File: config.mk
export PLATFORM = sky130hd
export DESIGN_NAME = rect_fill_writer
export DESIGN_NICKNAME = d
export VERILOG_FILES = /design/src/rtl/rect_fill_writer.sv
export SDC_FILE = /design/constraint.sdc
export NUM_CORES = 1
export LEC_CHECK = 0
export ABC_AREA = 1
export BUFFER_PORTS_ARGS = -buffer_cell sky130_fd_sc_hd__buf_2
export CORE_UTILIZATION = 56
export DETAILED_ROUTE_END_ITERATION = 10
export PLACE_DENSITY = 0.76
export REMOVE_ABC_BUFFERS = 1
export SLEW_MARGIN = 40
export SYNTH_ARGS = -nofsm -noshare
export SYNTH_HDL_FRONTEND = slang
export SYNTH_SLANG_ARGS = --single-unit
File: constraint.sdc
create_clock -name iVGA_CLK -period 3.96 [get_ports iVGA_CLK]
set_input_delay 0.198 -clock iVGA_CLK [delete_from_list [all_inputs] [get_ports iVGA_CLK]]
set_output_delay 0.198 -clock iVGA_CLK [all_outputs]
set_load 0.02 [all_outputs]
File: src/rtl/rect_fill_writer.sv
// Fills a clipped screen rectangle of the colour-index frame buffer with one index, one write per clock.
// Latency: start sampled at edge N -> busy from N+1, first write at N+2, done at N+2+W*H (plus stall cycles).
// Backpressure: fb_wait holds the presented write (address, data, strobe) and freezes the raster counters.
//
// Ports:
//   iVGA_CLK, iRST                  clock, asynchronous active-high reset
//   start                           request pulse, only honoured in IDLE
//   rect_x/rect_y/rect_w/rect_h     rectangle origin and size (latched on start)
//   color_idx                       fill colour index (latched on start)
//   fb_wait                         frame-buffer write port busy
//   busy, done                      operation in progress / one-cycle completion pulse
//   fb_wr_en, fb_addr, fb_data      frame-buffer write port (address = y*H_ACTIVE + x)
module rect_fill_writer #(
   parameter int H_ACTIVE = 640,
   parameter int V_ACTIVE = 480,
   parameter int ADDR_W   = 19,
   parameter int DATA_W   = 8
) (
   input  logic              iVGA_CLK,
   input  logic              iRST,
   input  logic              start,
   input  logic [9:0]        rect_x,
   input  logic [8:0]        rect_y,
   input  logic [9:0]        rect_w,
   input  logic [8:0]        rect_h,
   input  logic [DATA_W-1:0] color_idx,
   input  logic              fb_wait,
   output logic              busy,
   output logic              done,
   output logic              fb_wr_en,
   output logic [ADDR_W-1:0] fb_addr,
   output logic [DATA_W-1:0] fb_data
);

   typedef enum logic [1:0] {
      S_IDLE,
      S_CLIP,
      S_FILL,
      S_DONE
   } state_t;

   localparam logic [10:0]       H_LIM    = 11'(H_ACTIVE);
   localparam logic [9:0]        V_LIM    = 10'(V_ACTIVE);
   localparam logic [ADDR_W-1:0] ROW_STEP = ADDR_W'(H_ACTIVE);
   localparam logic [ADDR_W-1:0] ADDR_ONE = ADDR_W'(1);

   state_t state;

   // Request captured at start; later input changes are ignored.
   logic [9:0]        rectX;
   logic [8:0]        rectY;
   logic [9:0]        rectW;
   logic [8:0]        rectH;
   logic [DATA_W-1:0] colorLat;

   // Raster position of the write currently presented on the port.
   logic [9:0]        xCur;
   logic [8:0]        yCur;
   logic [10:0]       xLast;     // last column written (inclusive, already clipped)
   logic [9:0]        yLast;     // last row written (inclusive, already clipped)
   logic [ADDR_W-1:0] rowBase;   // yCur * H_ACTIVE, advanced by addition each row

   // Clip arithmetic, evaluated from the latched request during CLIP.
   // Sums are one bit wider than the operands so they cannot wrap before the min().
   logic [10:0]       xSum;
   logic [10:0]       xEndC;
   logic [9:0]        ySum;
   logic [9:0]        yEndC;
   logic              isEmpty;
   logic [ADDR_W-1:0] rowBaseC;

   always_comb begin
      xSum     = {1'b0, rectX} + {1'b0, rectW};
      ySum     = {1'b0, rectY} + {1'b0, rectH};
      xEndC    = (xSum > H_LIM) ? H_LIM : xSum;
      yEndC    = (ySum > V_LIM) ? V_LIM : ySum;
      isEmpty  = ({1'b0, rectX} >= H_LIM) || ({1'b0, rectY} >= V_LIM) ||
                 (rectW == 10'd0) || (rectH == 9'd0);
      // Constant-coefficient product, used once per operation to seed the row base;
      // the fill loop itself only ever adds ROW_STEP.
      rowBaseC = ADDR_W'(rectY) * ROW_STEP;
   end

   logic lastCol;
   logic lastRow;
   assign lastCol = ({1'b0, xCur} == xLast);
   assign lastRow = ({1'b0, yCur} == yLast);

   always_ff @(posedge iVGA_CLK or posedge iRST) begin
      if (iRST) begin
         state    <= S_IDLE;
         busy     <= 1'b0;
         done     <= 1'b0;
         fb_wr_en <= 1'b0;
         fb_addr  <= '0;
         fb_data  <= '0;
         rectX    <= '0;
         rectY    <= '0;
         rectW    <= '0;
         rectH    <= '0;
         colorLat <= '0;
         xCur     <= '0;
         yCur     <= '0;
         xLast    <= '0;
         yLast    <= '0;
         rowBase  <= '0;
      end else begin
         case (state)
            S_IDLE: begin
               if (start) begin
                  rectX    <= rect_x;
                  rectY    <= rect_y;
                  rectW    <= rect_w;
                  rectH    <= rect_h;
                  colorLat <= color_idx;
                  busy     <= 1'b1;
                  state    <= S_CLIP;
               end
            end

            S_CLIP: begin
               if (isEmpty) begin
                  // Nothing visible: complete without touching the write port.
                  done  <= 1'b1;
                  state <= S_DONE;
               end else begin
                  xCur     <= rectX;
                  yCur     <= rectY;
                  xLast    <= xEndC - 11'd1;
                  yLast    <= yEndC - 10'd1;
                  rowBase  <= rowBaseC;
                  fb_addr  <= rowBaseC + ADDR_W'(rectX);
                  fb_data  <= colorLat;
                  fb_wr_en <= 1'b1;
                  state    <= S_FILL;
               end
            end

            S_FILL: begin
               // A write retires only when the port is free; otherwise everything holds.
               if (!fb_wait) begin
                  if (lastCol && lastRow) begin
                     fb_wr_en <= 1'b0;
                     done     <= 1'b1;
                     state    <= S_DONE;
                  end else if (lastCol) begin
                     xCur    <= rectX;
                     yCur    <= yCur + 9'd1;
                     rowBase <= rowBase + ROW_STEP;
                     fb_addr <= rowBase + ROW_STEP + ADDR_W'(rectX);
                  end else begin
                     xCur    <= xCur + 10'd1;
                     fb_addr <= fb_addr + ADDR_ONE;
                  end
               end
            end

            S_DONE: begin
               // A start arriving here is dropped; the next IDLE cycle accepts one.
               done  <= 1'b0;
               busy  <= 1'b0;
               state <= S_IDLE;
            end

            default: begin
               state <= S_IDLE;
            end
         endcase
      end
   end

endmodule

Yosys cells after proc, flatten, opt, wreduce, memory -nomap -nowiden
Index checks and enable logic that the tools add are counted.
{"block": "op_classes", "n_reduce_logical": 18, "eq_ne": 12, "mul": 1, "bitwise": 1, "n_mux": 37, "order_cmp": 4, "addsub": 10}
{"cell": "2-to-1 mux 19 bit", "n": 8}
{"cell": "case mux 19 bit (2 select lines)", "n": 2}
{"cell": "2-to-1 mux 10 bit", "n": 5}
{"cell": "adder 19 x 10 -> 19 bit", "n": 2}
{"cell": "2-to-1 mux 9 bit", "n": 4}
{"cell": "case mux 10 bit (2 select lines)", "n": 1}
{"cell": "adder 19 x 1 -> 19 bit (second input constant)", "n": 1}
{"cell": "adder 19 x 10 -> 19 bit (second input constant)", "n": 1}
{"cell": "case mux 9 bit (2 select lines)", "n": 1}
{"cell": "inequality test 2 bit (second input constant)", "n": 7}
{"cell": "multiplier 9 x 3 -> 12 bit (second input constant)", "n": 1}
{"cell": "AND reduction 4 bit", "n": 3}
{"cell": "adder 10 x 10 -> 11 bit", "n": 1}
{"cell": "== test 10 x 11 -> 1 bit", "n": 1}
{"cell": "greater-than comparator 11 x 10 -> 1 bit (second input constant)", "n": 1}
{"cell": "2-to-1 mux 11 bit", "n": 1}
{"cell": "subtractor 11 x 1 -> 11 bit (second input constant)", "n": 1}
{"cell": "adder 10 x 1 -> 10 bit (second input constant)", "n": 1}
{"cell": "adder 9 x 9 -> 10 bit", "n": 1}
{"cell": "== test 9 x 10 -> 1 bit", "n": 1}
{"cell": ">= comparator 10 bit (second input constant)", "n": 1}
{"cell": "greater-than comparator 10 x 9 -> 1 bit (second input constant)", "n": 1}
{"cell": "logical NOT 10 bit", "n": 1}
{"cell": "subtractor 10 x 1 -> 10 bit (second input constant)", "n": 1}
{"cell": "other kinds (19)", "n": 35}
{"block": "totals", "regBits": 137, "in_bits": 50, "out_inout_bits": 30, "word_cells": 99}

Logic depth before layout (Yosys ltp)
Gate-level depths: netlist of the first run.
{"block": "logic_depth", "word_depth": 6, "depth_mapped": 21, "depth_no_buf": 21}

Least setup slack after synthesis of the first run
OpenSTA, ideal clock, no wires.
{"block": "synth_timing", "path_type": "register to register", "from": "reg rectY[0]", "to": "reg yLast[4]", "synth_period_minus_slack_ns": 2.748, "arrival_ns": 2.627, "required_time_ns": 3.840, "path_buffers": 0, "path_slack_ns": 1.212, "path_stages_with_launch": 17, "setup_ns": 0.120, "cell_sequence": "dfrtp_1 -> ha_1 -> fa_1 -> or2_1 -> nor2_1 -> nand3_1 -> nor2_2 -> nor2_4 -> nand3_4 -> nand2_4 -> inv_4 -> nand2_1 -> ha_1 -> inv_1 -> nor3_1 -> o21ai_1 -> nand2_1"}
{"block": "synth_between", "elab_chain_len": 6, "word_cells_on_any_way": 10, "cone_classes": "2 x add/sub; 2 x order compare; 1 x mux; 1 x bitwise; 4 x reduce/logical"}
{"element": "start: declaration", "line": "51", "rtl": "logic [8:0] rectY;"}
{"element": "start signal: assignment", "line": "112", "rtl": "rectY <= rect_y;"}
{"element": "branches (longest 6 deep; another with adder 9 x 9 -> 10 bit)"}
{"element": "end signal: assignment", "line": "130", "rtl": "yLast <= yEndC - 10'd1;"}
{"element": "end: declaration", "line": "60", "rtl": "logic [9:0] yLast;"}
Parallel ways; which one is timed is not known.
A chain may end at the register's enable or synchronous reset.

Worst setup path after layout of the first run
{"block": "layout_timing", "from": "reg rectY[0]", "to": "reg yLast[8]"}
The elaborated chain is that of the path after synthesis.

==> impl_metrics.py, run 1 <==
metrics = {
    "placed_design": {
        "dp_worst_setup_slack_ns": 0.984,
        "dp.cells": 1528,
        "hpwl_um": 16100,
        "port_buffers": 79,
        "gp_congestion": 0.900,
    },
    "detailed_routing": {
        "route.met3.wl_um": 1290,
        "top_layer_used": "met4",
        "wire_per_inst_um": 14.6,
        "first_iter_violations": 527,
        "wl_met2_um": 11100,
        "m1WireLength_um": 10600,
        "remaining_drc_errors": 0,
        "drt_wl_total_um": 23300,
        "vias": 8613,
        "drtAntennaViolNets": 0,
        "vias_per_cell": 5.38,
        "drt_first_pass_iters": 5,
    },
    "yosys": {
        "synth.avg_cell_area_um2": 7.31,
        "netlist_area_mm2": 0.00923,
        "seq_area_frac_synth_pct": 35.2,
        "yosysWarnings": 0,
        "synth.area.top_cells": "dfrtp_1, nand2_1, ha_1, inv_1, o21ai_0",
        "ys.flop_type": "dfrtp_1",
        "synth_cell_types": 62,
        "ys_seq_elements": 130,
        "synthAdderAreaFrac_pct": 7.64,
        "synth_top_family_by_area": "simple AND/OR/NAND/NOR gates",
        "synth_edf_count": 0,
        "synth_compound_area_share_pct": 13.2,
        "synth.most_common_cell": "nand2_1",
        "synth_mux_area_share_pct": 0.108,
        "synth_top_area_cell": "dfrtp_1",
        "synthTopCellsByCount": "nand2_1, inv_1, dfrtp_1, o21ai_0, nand3_1",
        "yosys.area_share.simple_pct": 31.2,
        "synth_async_sr_flop_share_pct": 100,
        "yosysTopAreaCellShare_pct": 35.2,
        "synth_xor_area_share_pct": 4.61,
        "postSynthCellCount": 1263,
    },
    "critical_path": {
        "ff2ff_path_depth": 18,
        "crit_path_max_fanout": 5,
        "critPathArrivalTime_ns": 3.38,
        "critPathLaunch": "rectY[0]",
        "endpoint_kind": "register",
        "r2r_end": "yLast[8]",
        "crit_required_ns": 4.27,
        "critPathKind": "reg -> reg",
        "regToRegSetupSlack_ns": 0.89,
        "timing.rr.start": "rectY[0]",
        "crit_path_end": "yLast[8]",
        "startpoint_type": "register",
    },
    "floorplan": {
        "die_w_um": 130,
        "rows": 46,
        "die_h_um": 130,
        "coreArea_mm2": 0.0160,
        "start_util_pct": 57.7,
        "dieArea_mm2": 0.0170,
        "pin_count": 80,
    },
    "clock_network": {
        "cts-buffers-inserted": 17,
        "cts_root_buf": "clkbuf_16",
        "post_cts_resized": 0,
        "cts_htree_levels": 4,
        "insertion_delay_ns": 0.42,
        "clkSlewWorstSetupHoldPaths_ns": 0.06,
        "cts_tree": "built",
        "post_cts_buffers": 0,
        "cts.sinks": 130,
        "clockBufferDepth": 2,
    },
    "timing": {
        "maxSlewHeadroom_pct": 49.0,
        "fin_crit_sh_pct": 77.5,
        "timing.fmax_mhz": 326,
        "setup_tns_ns": 0,
        "setup_viol": 0,
        "period_needed_ns": 3.07,
        "slew_viol_final": 0,
        "clock-skew-final_ns": 0.00792,
        "worst_pin_slew_ns": 0.764,
        "setup_slack_ns": 0.891,
        "rsz0062_at_grt": "false",
        "hold_violations": 0,
    },
    "min_path": {
        "hp-class": "in -> reg",
    },
    "job": {
        "max_cap_viol_count": 0,
    },
    "grt": {
        "antenna_found_initial": 0,
        "grt_pass1_vias": 8254,
        "grt.overflow.total": 0,
        "grt_start_max_net_pins": 79,
        "grt_pass1_wl_um": 39100,
        "grt.total_usage_pct": 29.5,
    },
    "finish": {
        "drive_gt1_share_pct": 14.7,
        "final_nets": 1477,
        "num_antenna_cells": 0,
        "syn_to_final_growth_pct": 17.1,
        "instances_no_fill": 1601,
    },
    "run_status": {
        "outcome": "finished, final reports clean",
    },
}
metal layers:
layer  global-route usage (%)  vias up
met4                     9.94        0
li1                         -     4328
met3                     5.29       29
met5                        0        -
met2                     49.2      247
met1                     39.0     4009
registers in the layout, summed over array words and instances (netlist names), 9 cells and up:
name,cells
fb_addr,19
rectH,9
rectW,10
rectX,10
rectY,9
rowBase,12
xCur,10
xLast,11
yCur,9
yLast,10
how the worst min path moves through the flow:
stage	endpoint	cells after the start	start	slack, ns
finish	rectY[2]	3	rect_y[2]	0.02
global placement	colorLat[0]	2	iRST	0.35
detailed placement	colorLat[0]	2	iRST	0.36
CTS	rectY[2]	3	rect_y[2]	0.005
floorplan	colorLat[7]	2	color_idx[7]	0.31
global route	rectX[7]	3	rect_x[7]	0.04
critical path, cell delays in order, from the launching register on:
cell     delay [ns]
dfrtp_1        0.43
ha_1           0.27
fa_1           0.47
or2_1          0.27
nor2_1         0.14
nand3_1        0.13
nor2_2         0.20
nor2_4         0.06
nand3_4        0.11
nand2_4        0.08
inv_4          0.08
nand2_1        0.07
ha_1           0.22
inv_1          0.15
nor2_4         0.06
nand3_1        0.07
nand2_1        0.06
nand2_1        0.05
nand2_1        0.06
timing repair:
| action | 4_1_cts | 5_1_grt |
|---|---|---|
| endpoints found under the hold margin | 93 | 0 |
| setup endpoints to repair | 0 | 0 |
| hold buffers | 42 | 0 |
cells in the final DEF (no fill, tap or decap), types with 6 or more instances in the layout:
cell and instances:
or2_2 6, nand4_1 16, dlygate4sd3_1 42, o22ai_1 6
ha_1 50, nand2_1 394, dfrtp_1 130, xnor2_1 13
buf_4 6, inv_2 11, o211ai_1 6, clkbuf_16 17
inv_1 138, nor3_1 12, nand2_2 19, buf_2 79
nor2_2 7, clkinv_2 7, nor2_1 68, nand3_1 75
nand3_2 10, o21ai_1 35, o21ai_0 79, a21oi_1 41
xor2_1 30
cell type report:
| type | count | area, um2 |
|---|---|---|
| multi-input combinational | 944 | 5250 |
| timing repair buffer | 128 | 881 |
| clock inverter | 12 | 140 |
| tap | 216 | 270 |
| inverter | 152 | 576 |
| sequential | 130 | 3250 |
| clock buffer | 19 | 443 |
| fill | 1370 | 5190 |
kinds of logic after synthesis:
group / Yosys count
simple gates: 637
compound gates: 206
buf+inv: 189
flops: 130
fa+ha+maj: 54
xor+xnor: 46
mux: 1
through the flow:
stage                     utilization (%)  hold slack (ns)  instance area [um2]
after floorplan                         -            0.308                 9060
after global placement               61.2            0.349                 9800
after detailed placement             61.3            0.357                 9810
after CTS                            67.6          0.00475                10800
after global routing                 67.6           0.0381                10800
final                                67.6           0.0210                10800
Power of run 1 is not shown: default switching activity piles up to over one toggle a cycle in this logic, so the estimate is an artifact.
==> run 2, diff against run 1 <==
- clock period: 3.96 -> 3.1 ns (I/O delays scaled with it)
==> impl_metrics.py, run 2 (synthesis results as in run 1) <==
metrics = {
    "timing": {
        "timing.fmax_mhz": 346,
        "maxSlewHeadroom_pct": 56.3,
        "hold_violations": 0,
        "period_needed_ns": 2.89,
        "fin_crit_sh_pct": 93.2,
        "setup_viol": 0,
        "setup_slack_ns": 0.209,
        "slew_viol_final": 0,
        "clock-skew-final_ns": 0.00694,
        "worst_pin_slew_ns": 0.655,
        "setup_tns_ns": 0,
        "whs_ns": 0.0845,
        "rsz0062_at_grt": "false",
    },
    "critical_path": {
        "crit_required_ns": 3.43,
        "startpoint_type": "register",
        "endpoint_kind": "register",
        "critPathArrivalTime_ns": 3.22,
        "critPathKind": "reg -> reg",
        "crit_path_max_fanout": 5,
    },
    "floorplan": {
        "rows": 46,
        "coreArea_mm2": 0.0160,
        "die_w_um": 130,
        "die_h_um": 130,
        "dieArea_mm2": 0.0170,
        "pin_count": 80,
        "start_util_pct": 57.7,
    },
    "run_status": {
        "outcome": "finished, final reports clean",
    },
    "detailed_routing": {
        "remaining_drc_errors": 0,
        "drt_wl_total_um": 23000,
        "wire_per_inst_um": 14.2,
        "first_iter_violations": 496,
        "vias_per_cell": 5.38,
        "drt_first_pass_iters": 6,
        "vias": 8704,
        "drtAntennaViolNets": 0,
    },
    "grt": {
        "grt.overflow.total": 0,
        "grt_start_max_net_pins": 66,
        "grt_pass1_wl_um": 38600,
        "grt_pass1_vias": 8261,
        "antenna_found_initial": 0,
        "grt.total_usage_pct": 29.2,
    },
    "finish": {
        "regMostFlops": "fb_addr",
        "top_regs": "fb_addr: 19 flops, rowBase: 12 flops, xLast: 11 flops",
        "final_core_util_pct": 68.4,
        "fillCellCount": 1388,
        "multi_input_area_mm2": 0.00525,
        "num_antenna_cells": 0,
        "syn_to_final_growth_pct": 18.5,
        "drive_gt1_share_pct": 15.6,
        "largest_reg_flops": 19,
        "ff_latch_area_mm2": 0.00325,
        "final_cell_mix": "nand2_1, inv_1, dfrtp_1, o21ai_0, buf_2",
        "final_nets": 1492,
        "final_common_cell": "nand2_1",
    },
    "placed_design": {
        "hpwl_um": 16500,
        "gp_congestion": 0.908,
        "dp_worst_setup_slack_ns": 0.136,
        "port_buffers": 79,
    },
    "clock_network": {
        "insertion_delay_ns": 0.44,
        "cts_root_buf": "clkbuf_16",
        "cts.sinks": 130,
        "cts_tree": "built",
        "cts_htree_levels": 4,
        "clkSlewWorstSetupHoldPaths_ns": 0.06,
        "post_cts_buffers": 0,
        "clockBufferDepth": 2,
        "cts-buffers-inserted": 17,
    },
    "min_path": {
        "hp-class": "in -> reg",
    },
    "job": {
        "max_cap_viol_count": 0,
    },
}
run 2: what timing repair did:
action                                 4_1_cts  5_1_grt
hold buffers                                47        0
endpoints found under the hold margin      109        0
setup endpoints to repair                    0        4
gates resized for setup                      0        5
run 2: path summary, 6_finish.rpt:
kind / from / endpoint / slack, ns / depth (start not counted)
min reg2reg: colorLat[7] / fb_data[7] / 0.47 / 2
min in group asynchronous: iRST / rectW[6] / 0.36 / 3
min: start / state[0] / 0.08 / 3
max in group asynchronous: iRST / yLast[7] / 2.01 / 4
max: rectY[0] / yLast[8] / 0.21 / 18
max reg2reg: rectY[0] / yLast[8] / 0.21 / 18
run 2: metal layers:
metal  GRT usage (%)  vias up  share of wire [%]
met5               0        -                  0
met4            10.1        0                1.9
met3            5.70       32                5.5
met2            47.7      224                 47
met1            38.9     4082                 46
li1                -     4366                  -
run 2: per-stage QoR:
stage / cells / area (um2)
3_3_place_gp: 1538 / 9880
5_1_grt: 1617 / 10900
4_1_cts: 1617 / 10900
6_report: 1617 / 10900
3_5_place_dp: 1538 / 9880
2_1_floorplan: 1226 / 9060
run 2: layout make-up:
type / count / share of cell area [%]
multi-input combinational: 944 / 48.0
sequential: 130 / 29.7
inverter: 152 / 5.28
tap: 216 / 2.47
clock inverter: 15 / 1.31
timing repair buffer: 143 / 9.31
clock buffer: 17 / 3.89
run 2: worst max-delay path: stages, from the launching register on:
cell,delay [ns]
dfrtp_2,0.44
ha_1,0.25
fa_2,0.42
or2_1,0.25
nor2_1,0.10
nand3_1,0.12
nor2_2,0.17
nor2_4,0.06
nand3_4,0.12
nand2_4,0.08
inv_4,0.08
nand2_1,0.07
ha_2,0.20
inv_1,0.14
nor2_4,0.06
nand3_1,0.06
nand2_1,0.06
nand2_1,0.06
nand2_1,0.05
Power of run 2 is left out for the same reason.
